===== config.mk =====
export PLATFORM = sky130hd
export DESIGN_NAME = io_nwell_bias_seq
export DESIGN_NICKNAME = d
export VERILOG_FILES = /design/src/rtl/io_nwell_bias_seq.sv
export SDC_FILE = /design/constraint.sdc
export NUM_CORES = 1
export LEC_CHECK = 0
export ABC_AREA = 1
export BUFFER_PORTS_ARGS = -buffer_cell sky130_fd_sc_hd__buf_2
export CAP_MARGIN = 20
export CORE_MARGIN = 2
export CORE_UTILIZATION = 35
export DETAILED_ROUTE_END_ITERATION = 10
export GPL_ROUTABILITY_DRIVEN = 0
export PLACE_DENSITY = 0.53
export SLEW_MARGIN = 15
export SYNTH_ARGS = -nofsm -noshare
export SYNTH_HDL_FRONTEND = slang
export SYNTH_SLANG_ARGS = --single-unit

===== constraint.sdc =====
create_clock -name clk -period 4 [get_ports clk]
set_input_delay 0.8 -clock clk [delete_from_list [all_inputs] [get_ports clk]]
set_output_delay 0.8 -clock clk [all_outputs]
set_load 0.005 [all_outputs]

===== src/rtl/io_nwell_bias_seq.sv =====
// IO ring n-well bias power sequencer: VDDIO good -> bias on -> settle -> release retention -> pads on.
// Power-down runs in reverse with drain timers; all outputs are registered Moore decodes of the next state.
module io_nwell_bias_seq #(
  parameter int CNT_W         = 16,
  parameter int SETTLE_CYCLES = 256,
  parameter int DRAIN_CYCLES  = 64,
  parameter int SYNC_STAGES   = 2
) (
  input  logic       clk,
  input  logic       rst_n,
  input  logic       en_i,
  input  logic       pg_vddio_i,
  output logic       bias_en_o,
  output logic       ret_o,
  output logic       pad_en_o,
  output logic       ready_o,
  output logic       fault_o,
  output logic [2:0] state_o
);

  typedef enum logic [2:0] {
    S_OFF         = 3'd0,
    S_WAIT_PG     = 3'd1,
    S_BIAS_SETTLE = 3'd2,
    S_RELEASE     = 3'd3,
    S_READY       = 3'd4,
    S_PAD_DOWN    = 3'd5,
    S_BIAS_DOWN   = 3'd6,
    S_ILLEGAL     = 3'd7
  } state_t;

  localparam logic [CNT_W-1:0] SETTLE_LD = CNT_W'(SETTLE_CYCLES - 1);
  localparam logic [CNT_W-1:0] DRAIN_LD  = CNT_W'(DRAIN_CYCLES - 1);

  logic [SYNC_STAGES-1:0] r_sync;
  state_t                 r_state;
  logic [CNT_W-1:0]       r_cnt;
  logic                   r_fault;
  logic                   r_bias_en;
  logic                   r_ret;
  logic                   r_pad_en;
  logic                   r_ready;

  logic                   w_pg_s;
  logic                   w_cnt_zero;
  state_t                 w_nxt_state;
  logic [CNT_W-1:0]       w_nxt_cnt;
  logic                   w_nxt_fault;

  assign w_pg_s     = r_sync[SYNC_STAGES-1];
  assign w_cnt_zero = (r_cnt == '0);

  always_ff @(posedge clk or negedge rst_n) begin
    if (!rst_n) begin
      r_sync <= '0;
    end else begin
      r_sync <= {r_sync[SYNC_STAGES-2:0], pg_vddio_i};
    end
  end

  always_comb begin
    w_nxt_state = r_state;
    w_nxt_cnt   = r_cnt;
    w_nxt_fault = r_fault;
    case (r_state)
      S_OFF: begin
        if (!en_i) begin
          w_nxt_fault = 1'b0;
        end else if (!r_fault) begin
          w_nxt_state = S_WAIT_PG;
        end
      end
      S_WAIT_PG: begin
        if (!en_i) begin
          w_nxt_state = S_OFF;
        end else if (w_pg_s) begin
          w_nxt_state = S_BIAS_SETTLE;
          w_nxt_cnt   = SETTLE_LD;
        end
      end
      S_BIAS_SETTLE, S_RELEASE: begin
        // Pads were never enabled, so an abort skips the pad drain
        if (!en_i || !w_pg_s) begin
          w_nxt_state = S_BIAS_DOWN;
          w_nxt_cnt   = DRAIN_LD;
          w_nxt_fault = r_fault | ~w_pg_s;
        end else if (r_state == S_RELEASE) begin
          w_nxt_state = S_READY;
        end else if (w_cnt_zero) begin
          w_nxt_state = S_RELEASE;
        end else begin
          w_nxt_cnt = r_cnt - CNT_W'(1);
        end
      end
      S_READY: begin
        if (!en_i || !w_pg_s) begin
          w_nxt_state = S_PAD_DOWN;
          w_nxt_cnt   = DRAIN_LD;
          w_nxt_fault = r_fault | ~w_pg_s;
        end
      end
      S_PAD_DOWN: begin
        // pg loss only flags the fault; the drain still runs its full length
        w_nxt_fault = r_fault | ~w_pg_s;
        if (w_cnt_zero) begin
          w_nxt_state = S_BIAS_DOWN;
          w_nxt_cnt   = DRAIN_LD;
        end else begin
          w_nxt_cnt = r_cnt - CNT_W'(1);
        end
      end
      S_BIAS_DOWN: begin
        if (w_cnt_zero) begin
          w_nxt_state = S_OFF;
        end else begin
          w_nxt_cnt = r_cnt - CNT_W'(1);
        end
      end
      default: begin
        w_nxt_state = S_BIAS_DOWN;
        w_nxt_cnt   = DRAIN_LD;
      end
    endcase
  end

  always_ff @(posedge clk or negedge rst_n) begin
    if (!rst_n) begin
      r_state   <= S_OFF;
      r_cnt     <= '0;
      r_fault   <= 1'b0;
      r_bias_en <= 1'b0;
      r_ret     <= 1'b1;
      r_pad_en  <= 1'b0;
      r_ready   <= 1'b0;
    end else begin
      r_state   <= w_nxt_state;
      r_cnt     <= w_nxt_cnt;
      r_fault   <= w_nxt_fault;
      r_bias_en <= (w_nxt_state == S_BIAS_SETTLE) || (w_nxt_state == S_RELEASE) ||
                   (w_nxt_state == S_READY)       || (w_nxt_state == S_PAD_DOWN);
      r_ret     <= !((w_nxt_state == S_RELEASE) || (w_nxt_state == S_READY));
      r_pad_en  <= (w_nxt_state == S_READY);
      r_ready   <= (w_nxt_state == S_READY);
    end
  end

  assign bias_en_o = r_bias_en;
  assign ret_o     = r_ret;
  assign pad_en_o  = r_pad_en;
  assign ready_o   = r_ready;
  assign fault_o   = r_fault;
  assign state_o   = r_state;

endmodule

==> results of run 1 <==
[worst min-delay path by stage]
stage,startpoint,end,depth (start not counted)
5_1_grt,r_sync[0]$_DFF_PN0_,r_sync[1]$_DFF_PN0_,0
2_1_floorplan,r_sync[0]$_DFF_PN0_,r_sync[1]$_DFF_PN0_,0
3_3_place_gp,r_sync[0]$_DFF_PN0_,r_sync[1]$_DFF_PN0_,0
3_5_place_dp,r_sync[0]$_DFF_PN0_,r_sync[1]$_DFF_PN0_,0
6_report,r_sync[0]$_DFF_PN0_,r_sync[1]$_DFF_PN0_,0
4_1_cts,r_sync[0]$_DFF_PN0_,r_sync[1]$_DFF_PN0_,0
[report_power, final]
part / internal [mW] / total [mW] / switching, mW
Clock: 0.0700 / 0.158 / 0.0880
Combinational: 0.00136 / 0.00853 / 0.00717
Sequential: 0.254 / 0.254 / 0.000467
Total: 0.325 / 0.421 / 0.0957
[cell type report]
| cell class | instances | share of cell area [%] |
|---|---|---|
| multi-input cells | 191 | 50.27 |
| flip-flops and latches | 25 | 33.58 |
| inverters | 31 | 6.233 |
| clock inverters | 1 | 0.2681 |
| repair buffers | 11 | 2.949 |
| well taps | 67 | 4.491 |
| clock buffers | 3 | 2.212 |
[critical path, delay by kind of cell (launching register included)]
kind | cells | cell delay (ns)
simple gates | 4 | 0.59
fa+ha+maj | 2 | 0.54
flops | 1 | 0.41
compound gates | 3 | 0.24
buf+inv | 1 | 0.10
[per-stage QoR]
| stage | hold WS (ns) | worst slack [ns] | power, mW | instance area (um2) |
|---|---|---|---|---|
| floorplan | 0.3312 | 2.185 | 0.2603 | 1733 |
| global placement | 0.3369 | 1.829 | 0.2681 | 1821 |
| detailed placement | 0.3373 | 1.854 | 0.2680 | 1821 |
| CTS | 0.3615 | 1.981 | 0.4269 | 1867 |
| global route | 0.3670 | 1.752 | 0.4347 | 1867 |
| finish | 0.3577 | 1.993 | 0.4206 | 1867 |
[cells in the mapped netlist, drive strengths merged]
cell type,number
o21a,1
nor3b,1
nor2,49
nand3,24
and3b,1
o21ai,8
a21oi,6
dfrtp,24
nand3b,2
nor4,1
nand4,2
or2,1
buf,6
inv,31
nand2,78
xor2,2
xnor2,1
nor3,7
a31oi,1
o211ai,4
dfstp,1
ha,2
[layer usage]
metal	GRT usage (%)	vias to the layer above	share of wire, %
li1	-	816	-
met1	23.62	697	52
met2	24.29	16	45
met3	2.033	4	2.0
met4	4.167	0	1.2
met5	0	-	0
[state kept, by name, indices dropped and copies added (netlist names)]
name and count:
ret_o 1, r_cnt 16, ready_o 1, state_o 3, r_sync 2, fault_o 1, bias_en_o 1
[layout by cell type (no fill, tap or decap), types with 2 or more instances in the layout]
cell	count
a21oi_1	6
o21ai_0	5
buf_2	11
o211ai_1	4
nand3_2	3
clkbuf_8	3
nor3_2	2
xor2_1	2
nand4_1	2
nand3b_1	2
o21ai_1	3
dfrtp_1	24
nor2_1	39
nor2_2	6
inv_2	5
nor2_4	4
nand2_2	3
nor3_1	5
ha_1	2
nand2_1	74
nand3_1	21
inv_1	26
[cell families (layout without fill, tap and decap cells)]
kind of cell               after synthesis  in the layout  share of synthesized area [%]
and+or+nand+nor                        166            166                          44.62
buffers and inverters                   37             46                          9.675
DFF                                     25             25                          36.17
AOI/OAI and AO/OA                       20             20                          6.570
xor gates and xnor gates                 3              3                          1.517
adders and majority gates                2              2                          1.444
==> metrics, run 1 <==
Fmax=around 500 MHz; Fill cells=529; number of buffers created by CTS=3; leak pwr=~0.99 nW; Hold/Removal Path Class=flop to flop; CP required=between 4 and 5 ns; clk slew on worst S/H paths=about 0.10 ns; start of the worst register-to-register path=r_cnt[0]$_DFFE_PN0P_; total grt overflow=0; Die H=about 74 um; CTS tree=built; setup violators final=0; Critical Path End Type=flop; first-pass detailed-route iteration total=4; setup tns final=0 ns; die footprint=5530 um2; outcome=finished clean; fin cells=329; Yosys warnings=0; WL final=between 3000 and 4000 um; synth unique cells=32; Clock Skew=about 0.0091 ns; CP endpoint=r_cnt[0]$_DFFE_PN0P_; FF-to-FF path depth=10; Final period util=around 50%; Routed Antenna Nets=0; crit path from=r_cnt[0]$_DFFE_PN0P_; R2R Setup Slk=roughly 2 ns; vias=1533; largest net degree at the start of global routing=26; htree depth=1; Seq cells post-synth=25; final count of pins violating max slew=0; core footprint=approximately 4800 um2; CTS Hold Bufs=0; Crit-path slowest cell=dfrtp_1; global-route wire length before repair=~6800 um; Via-to-Cell Ratio=4.660; fraction of layout cells with a size suffix above 1=approximately 15%; WS Path Type=flop to flop; PortBufs=11; register area share after synthesis=between 30% and 40%; synthesized net count=between 200 and 300; startpoint types=flop; final hold viol count=0; Sink Count=25; Total GRT Usage=around 16%; Placed Cells incl. Taps=325; Mapped Cells=253; register area=about 630 um2; Worst EP arrival=approximately 2.2 ns; synthesized area per cell=between 6 and 7 um2; Max VDD drop=around 120 uV; worst-path fanout max=16; multi-input logic area=938.4 um2; vias in the first global route=approximately 1.4k; CTS root buffer=clkbuf_8; WL per Instance=~12 um; Post-Syn Area=approximately 1700 um2; final core utilization=about 39%; cts repair resizes=0; Initial Util=a little over a third; total of max-cap violations=0; DRC=0; initial antenna violation count=0; clock period minus worst slack=between 2 and 2.5 ns; CTS Buffer Depth=2; most area-hungry cell type in the Yosys netlist=dfrtp_1; Final #Nets=~270; area delta synth->final=7.726%; IO Count=12; Tightest Pin Transition=roughly 0.59 ns; Die Span X=~74 um; post-DP HPWL=slightly below 3000 um; Starting DRT DRC Count=97; RR Endpoint=r_cnt[0]$_DFFE_PN0P_; top cells by area, synth=dfrtp_1 35%, nand2_1 16%, nor2_1 8.4%, nand3_1 6.1%, inv_1 5.6%; diodes inserted=0; RSZ-0062 raised after global routing=no; CP cell instances=inv_1, ha_1, nand2_2, nor2_4, nand2_2, ha_1, o21ai_0, o21ai_0, nor2_1, a31oi_1; relative slew slack=between 60% and 70%; postcts setup bufs=0; Core Rows=25; Skew-Pair Late Insertion Delay=0.28 ns; power per cell area=between 200 and 250 nW/um2; top cell type's share of synthesized area=34.66%; slowest cell delay on critical path=a little over 0.4 ns
Power figures use the tool's default switching activity.
==> run 2: changes to the inputs <==
--- a/config.mk
+++ b/config.mk
@@ -5,14 +5,14 @@
 export SDC_FILE = /design/constraint.sdc
 export NUM_CORES = 1
 export LEC_CHECK = 0
-export ABC_AREA = 1
+export ABC_AREA = 0
 export BUFFER_PORTS_ARGS = -buffer_cell sky130_fd_sc_hd__buf_2
 export CAP_MARGIN = 20
 export CORE_MARGIN = 2
 export CORE_UTILIZATION = 35
 export DETAILED_ROUTE_END_ITERATION = 10
 export GPL_ROUTABILITY_DRIVEN = 0
-export PLACE_DENSITY = 0.53
+export PLACE_DENSITY = 0.55
 export SLEW_MARGIN = 15
 export SYNTH_ARGS = -nofsm -noshare
 export SYNTH_HDL_FRONTEND = slang
==> constraint.sdc (replaced) <==
create_clock -name clk -period 1.6 [get_ports clk]
set_input_delay 0.32 -clock clk [delete_from_list [all_inputs] [get_ports clk]]
set_output_delay 0.32 -clock clk [all_outputs]
set_load 0.005 [all_outputs]
==> run 2 against run 1 <==
Net effect:
- the flow now finishes with violations (negative setup slack)
- synthesized cell count fell by 30%
- utilization rose by 21 points
- clock skew fell by 0.0070 ns
==> metrics, run 2 <==
CTS Buffer Depth=2; Post-synth EDFFs=0; Die Span X=between 70 and 80 um; Final #Nets=270; CTS tree=built; WS Path Type=flop to flop; RSZ-0062 raised after global routing=yes; Max VDD drop=just over 700 uV; global-route wire length before repair=roughly 8900 um; startpoint types=flop; cell internal pwr=roughly 2.7 mW; top cells by area, synth=dfrtp_1 37%, a21oi_1 4.3%, a31oi_1 3.5%, o21ai_0 3.4%, nand2_1 2.8%; synth cell count leaders=24 x dfrtp_1, 14 x a21oi_1, 12 x nand2_1; vias=around 1.8k; Fmax=approximately 540 MHz; Mapped Cells=approximately 180; combinational share of power=70.7%; Synth Flop Type=dfrtp_1; final count of pins violating max slew=0; Tightest Pin Transition=0.5677 ns; CTS root buffer=clkbuf_8; clk slew on worst S/H paths=roughly 0.09 ns; first-pass detailed-route iteration total=4; Yosys warnings=0; PortBufs=11; IO Count=12; vias in the first global route=between 1.5k and 2k; largest net degree at the start of global routing=26; CP required=1.77 ns; crit path from=r_cnt[1]$_DFFE_PN0P_; final hold viol count=0; area delta synth->final=64.65%; commonest non-fill, non-tap cell in the layout=buf_4; outcome=complete, but fails checks; Sink Count=25; max reg flops=16; Place WS=-0.2840 ns; Via-to-Cell Ratio=a little under 6; number of buffers created by CTS=3; Hold/Removal Path Class=input pin to asynchronous set/reset pin; worst-path fanout max=3; register area share after synthesis=38.84%; die footprint=just over 5000 um2; initial antenna violation count=0; failing checks=negative setup slack; diodes inserted=0; Initial Util=between 30% and 40%; Post-Syn Area=between 1500 and 2000 um2; WL per Instance=17.31 um; synthesized area per cell=between 9 and 10 um2; Largest Register=r_cnt; WL final=around 5500 um; core footprint=~4400 um2; setup violators final=21; start of the worst register-to-register path=r_cnt[1]$_DFFE_PN0P_; Critical Path End Type=flop; ys async rst share=100.0%; relative slew slack=between 60% and 70%; most area-hungry cell type in the Yosys netlist=dfrtp_1; Worst EP arrival=2.02 ns; Routed Antenna Nets=0; CTS Hold Bufs=0; Clock Skew=~0.0021 ns; leak pwr=approximately 1.2 nW; Core Rows=24; top cell type's share of synthesized area=around 37%; Total GRT Usage=~22%; Seq pwr share=a little over a fifth; clock period minus worst slack=roughly 1.8 ns; synthesized net count=184; power per cell area=1794 nW/um2; most common cell in the netlist=dfrtp_1; Sw Pwr=between 2 and 2.5 mW; Die H=roughly 70 um; sw frac=a little over two fifths; Final period util=115.4%; most frequent cells in the layout=69 x buf_4, 20 x dfrtp_1, 11 x a21oi_1, 11 x nor2_1, 11 x buf_2; post-DP HPWL=between 3000 and 4000 um; fraction of layout cells with a size suffix above 1=a little under three fifths; htree depth=1; clock share of power=8.1%; Seq cells post-synth=25; Skew-Pair Late Insertion Delay=0.27 ns; total of max-cap violations=0; Starting DRT DRC Count=130; synth unique cells=52; DRC=0; fin worst setup slack=-0.2464 ns; final core utilization=60.62%; total grt overflow=0
[run 2: changes by cell type in the layout (fill, tap and decap cells not counted), sizes merged, moves of 10 or more]
cell   change
a31oi     +10
inv       -22
nor2      -37
nand2     -66
nand3     -17
buf       +78
[run 2: final cells by class]
cell class / instances / area [um2]
inverters: 9 / 33.78
fillers: 359 / 1727
flip-flops and latches: 25 / 631.9
clock buffers: 4 / 45.04
well taps: 52 / 65.06
multi-input cells: 136 / 1181
repair buffers: 89 / 700.7
[run 2: final timing paths]
path                                          to  slack (ns)  cells after the start
setup reg to reg            state_o[0]$_DFF_PN0_       -0.25                      9
min in group clk             r_sync[0]$_DFF_PN0_        0.15                      1
max in group asynchronous   state_o[2]$_DFF_PN0_        1.16                      1
hold reg to reg              r_sync[1]$_DFF_PN0_        0.37                      0
setup / recovery            state_o[0]$_DFF_PN0_       -0.25                      9
hold / removal             r_cnt[14]$_DFFE_PN0P_        0.03                      1
[run 2: logic make-up (layout without fill, tap and decap cells)]
logic type	Yosys count	after routing	synth area share, %
compound gates	70	70	30.93
simple gates	64	64	23.64
flops	25	25	38.84
buf+inv	17	102	5.038
fa+ha+maj	2	2	1.550
[run 2: per-stage QoR]
step / area (um2) / power (mW) / instances / setup TNS [ns] / hold WS [ns]
6_report: 2658 / 4.769 / 315 / -3.501 / 0.03401
4_1_cts: 2510 / 4.334 / 311 / -2.906 / 0.06380
2_1_floorplan: 1670 / 2.335 / 178 / -1.936 / 0.02441
5_1_grt: 2658 / 5.072 / 315 / -5.346 / 0.08469
3_3_place_gp: 2216 / 3.387 / 295 / -3.499 / 0.3453
3_5_place_dp: 2216 / 3.443 / 295 / -4.120 / 0.3456
[run 2: power groups by stage]
stage                     Sequential [mW]  Combinational (mW)  Clock (mW)
after floorplan                      1.06                1.28           0
after global placement               1.01                2.38           0
after detailed placement             1.02                2.43           0
after CTS                            1.03                2.90       0.400
after global routing                 1.04                3.60       0.426
final                                1.01                3.37       0.385
[run 2: timing repair]
action	in CTS	in global routing
pin swaps	22	17
buffers inserted	14	4
setup endpoints to repair	21	21
resized for setup	34	26
hold endpoints to repair	0	0
[run 2: metal layers]
| layer | up-vias | share of wire (%) | GRT usage [%] | routed length, um |
|---|---|---|---|---|
| met5 | - | 0 | 0 | 0 |
| met4 | 0 | 1.6 | 7.128 | 86 |
| met3 | 8 | 4.3 | 2.778 | 234 |
| met2 | 50 | 53 | 37.35 | 2867 |
| met1 | 902 | 42 | 29.51 | 2265 |
| li1 | 864 | - | - | - |
[run 2: critical path, cell delays in order (launching register included)]
cell     delay, ns
dfrtp_1       0.41
inv_2         0.08
ha_4          0.13
nor4b_4       0.23
nand4_1       0.26
nor2_4        0.17
inv_2         0.07
buf_6         0.12
o22a_1        0.17
o32ai_2       0.13
==> run 3: changes to the inputs <==
--- a/config.mk
+++ b/config.mk
@@ -10,6 +10,7 @@
 export CAP_MARGIN = 20
 export CORE_MARGIN = 2
 export CORE_UTILIZATION = 35
+export CTS_BUF_LIST = sky130_fd_sc_hd__clkbuf_8 sky130_fd_sc_hd__clkbuf_16
 export DETAILED_ROUTE_END_ITERATION = 10
 export GPL_ROUTABILITY_DRIVEN = 0
 export PLACE_DENSITY = 0.55
==> run 3 against run 2 <==
Net effect:
- the run still ends with negative setup slack left
- utilization did not move
- wire length hardly changed
- die area unchanged
- first-iteration DRC count is the same
- sequential power about the same
- total power down 0.13%
- sequential cell count stayed put
- non-clock buffer count unchanged
- critical path depth stayed put
- hold slack barely moved
- final area did not move
- critical path type unchanged
- largest cell class unchanged
- largest power group unchanged
- highest routed layer unchanged
==> metrics, run 3 (synthesis gave the netlist of run 2 again) <==
FF-to-FF path depth=9; Place WS=-0.2840 ns; Routed Antenna Nets=0; worst-path fanout max=3; startpoint types=flop; Max VDD drop=about 720 uV; WP depth=9; Largest Register=r_cnt; WS Path Type=flop to flop; clk slew on worst S/H paths=around 0.090 ns; clock period minus worst slack=1.847 ns; total grt overflow=0; power per cell area=about 1800 nW/um2; Die Span X=between 70 and 80 um; total of max-cap violations=0; die footprint=approximately 5200 um2; failing checks=negative setup slack; vias in the first global route=approximately 1.8k; global-route wire length before repair=between 8000 and 9000 um; most frequent cells in the layout=69 x buf_4, 20 x dfrtp_1, 11 x a21oi_1, 11 x nor2_1, 11 x buf_2; vias=1823; fraction of layout cells with a size suffix above 1=between 50% and 60%; CTS Hold Bufs=0; RSZ-0062 raised after global routing=yes; Worst EP arrival=a little over 2 ns; relative slew slack=62.15%; initial antenna violation count=0; Overall Power=roughly 4.8 mW; setup violators final=21; CP cell instances=inv_2, ha_4, nor4b_4, nand4_1, nor2_4, inv_2, buf_6, o22a_1, o32ai_2; CP endpoint=state_o[0]$_DFF_PN0_; crit path from=r_cnt[1]$_DFFE_PN0P_; CTS Buffer Depth=2; WL per Instance=17.31 um; number of buffers created by CTS=3; most used cell, CP=inv_2; design area=about 2700 um2; fin cells=approximately 320; Final period util=115.4%; Starting DRT DRC Count=130; IO Count=12; CTS root buffer=clkbuf_8; R2R Setup Slk=-0.25 ns; Tightest Pin Transition=~0.57 ns; slowest cell delay on critical path=~0.41 ns; WL final=approximately 5500 um; final core utilization=60.62%; final hold viol count=0; start of the worst register-to-register path=r_cnt[1]$_DFFE_PN0P_; Buf/Inv on CP=3; Clock Skew=~0.0021 ns; Core Rows=24; Hold/Removal Path Class=input pin to asynchronous set/reset pin; CTS tree=built; area delta synth->final=64.65%; RR Endpoint=state_o[0]$_DFF_PN0_; final count of pins violating max slew=0; GR Layer Usage met1=29.51%; diodes inserted=0; Final #Nets=270; Placed Cells incl. Taps=295; Sink Count=25; htree depth=1; Total GRT Usage=22.07%; Critical Path End Type=flop; Fmax=541.4 MHz; CP required=between 1.5 and 2 ns; Crit-path slowest cell=dfrtp_1; first-pass detailed-route iteration total=4; Initial Util=~37%; max reg flops=16; GRT Max-Usage Layer=met2; Skew-Pair Late Insertion Delay=0.27 ns; post-DP HPWL=around 3600 um; outcome=complete, but fails checks; PortBufs=11; DRC=0; core footprint=~4400 um2; met3 Usage GRT=2.778%; Top delay family on crit path=simple AND/OR/NAND/NOR gates; Die H=just over 70 um; Via-to-Cell Ratio=about 5.8; fin worst setup slack=-0.2470 ns; leak pwr=between 1 and 1.5 nW; M2 GR Usage=between 30% and 40%; largest net degree at the start of global routing=26; placed instance area=roughly 2200 um2; commonest non-fill, non-tap cell in the layout=buf_4
run 3: final cells by class:
cell class | count | area (um2)
Multi-Input combinational cell | 136 | 1181
Timing Repair Buffer | 89 | 700.7
Sequential cell | 25 | 631.9
Clock inverter | 1 | 3.754
Clock buffer | 3 | 41.29
Fill cell | 359 | 1727
Inverter | 9 | 33.78
Tap cell | 52 | 65.06
run 3: worst min-delay path by stage:
stage | start | endpoint | slack, ns
final | rst_n | r_cnt[14]$_DFFE_PN0P_ | 0.03
after global routing | rst_n | r_cnt[14]$_DFFE_PN0P_ | 0.08
after CTS | rst_n | r_cnt[2]$_DFFE_PN0P_ | 0.06
after detailed placement | r_sync[0]$_DFF_PN0_ | r_sync[1]$_DFF_PN0_ | 0.35
after global placement | r_sync[0]$_DFF_PN0_ | r_sync[1]$_DFF_PN0_ | 0.35
after floorplan | rst_n | bias_en_o$_DFF_PN0_ | 0.02
run 3: power breakdown:
group	internal [mW]	switching (mW)	leakage, nW
Clock	0.172	0.207	0.0269
Sequential	0.831	0.183	0.297
Combinational	1.73	1.64	0.857
run 3: metrics by stage:
stage / hold WS, ns / setup TNS, ns
after floorplan: 0.02441 / -1.936
after global placement: 0.3453 / -3.499
after detailed placement: 0.3456 / -4.120
after CTS: 0.06346 / -2.911
after global routing: 0.08414 / -5.352
final: 0.03352 / -3.509
run 3: routing by layer:
metal / routed length [um] / part of all wire [%]
met4: 86 / 1.6
met2: 2857 / 52
met3: 240 / 4.4
met1: 2267 / 42
met5: 0 / 0
run 3: timing repair:
action,in CTS,in global routing
buffers inserted,14,4
gates resized for setup,34,26
endpoints found under the setup margin,21,21
pin swaps,22,17
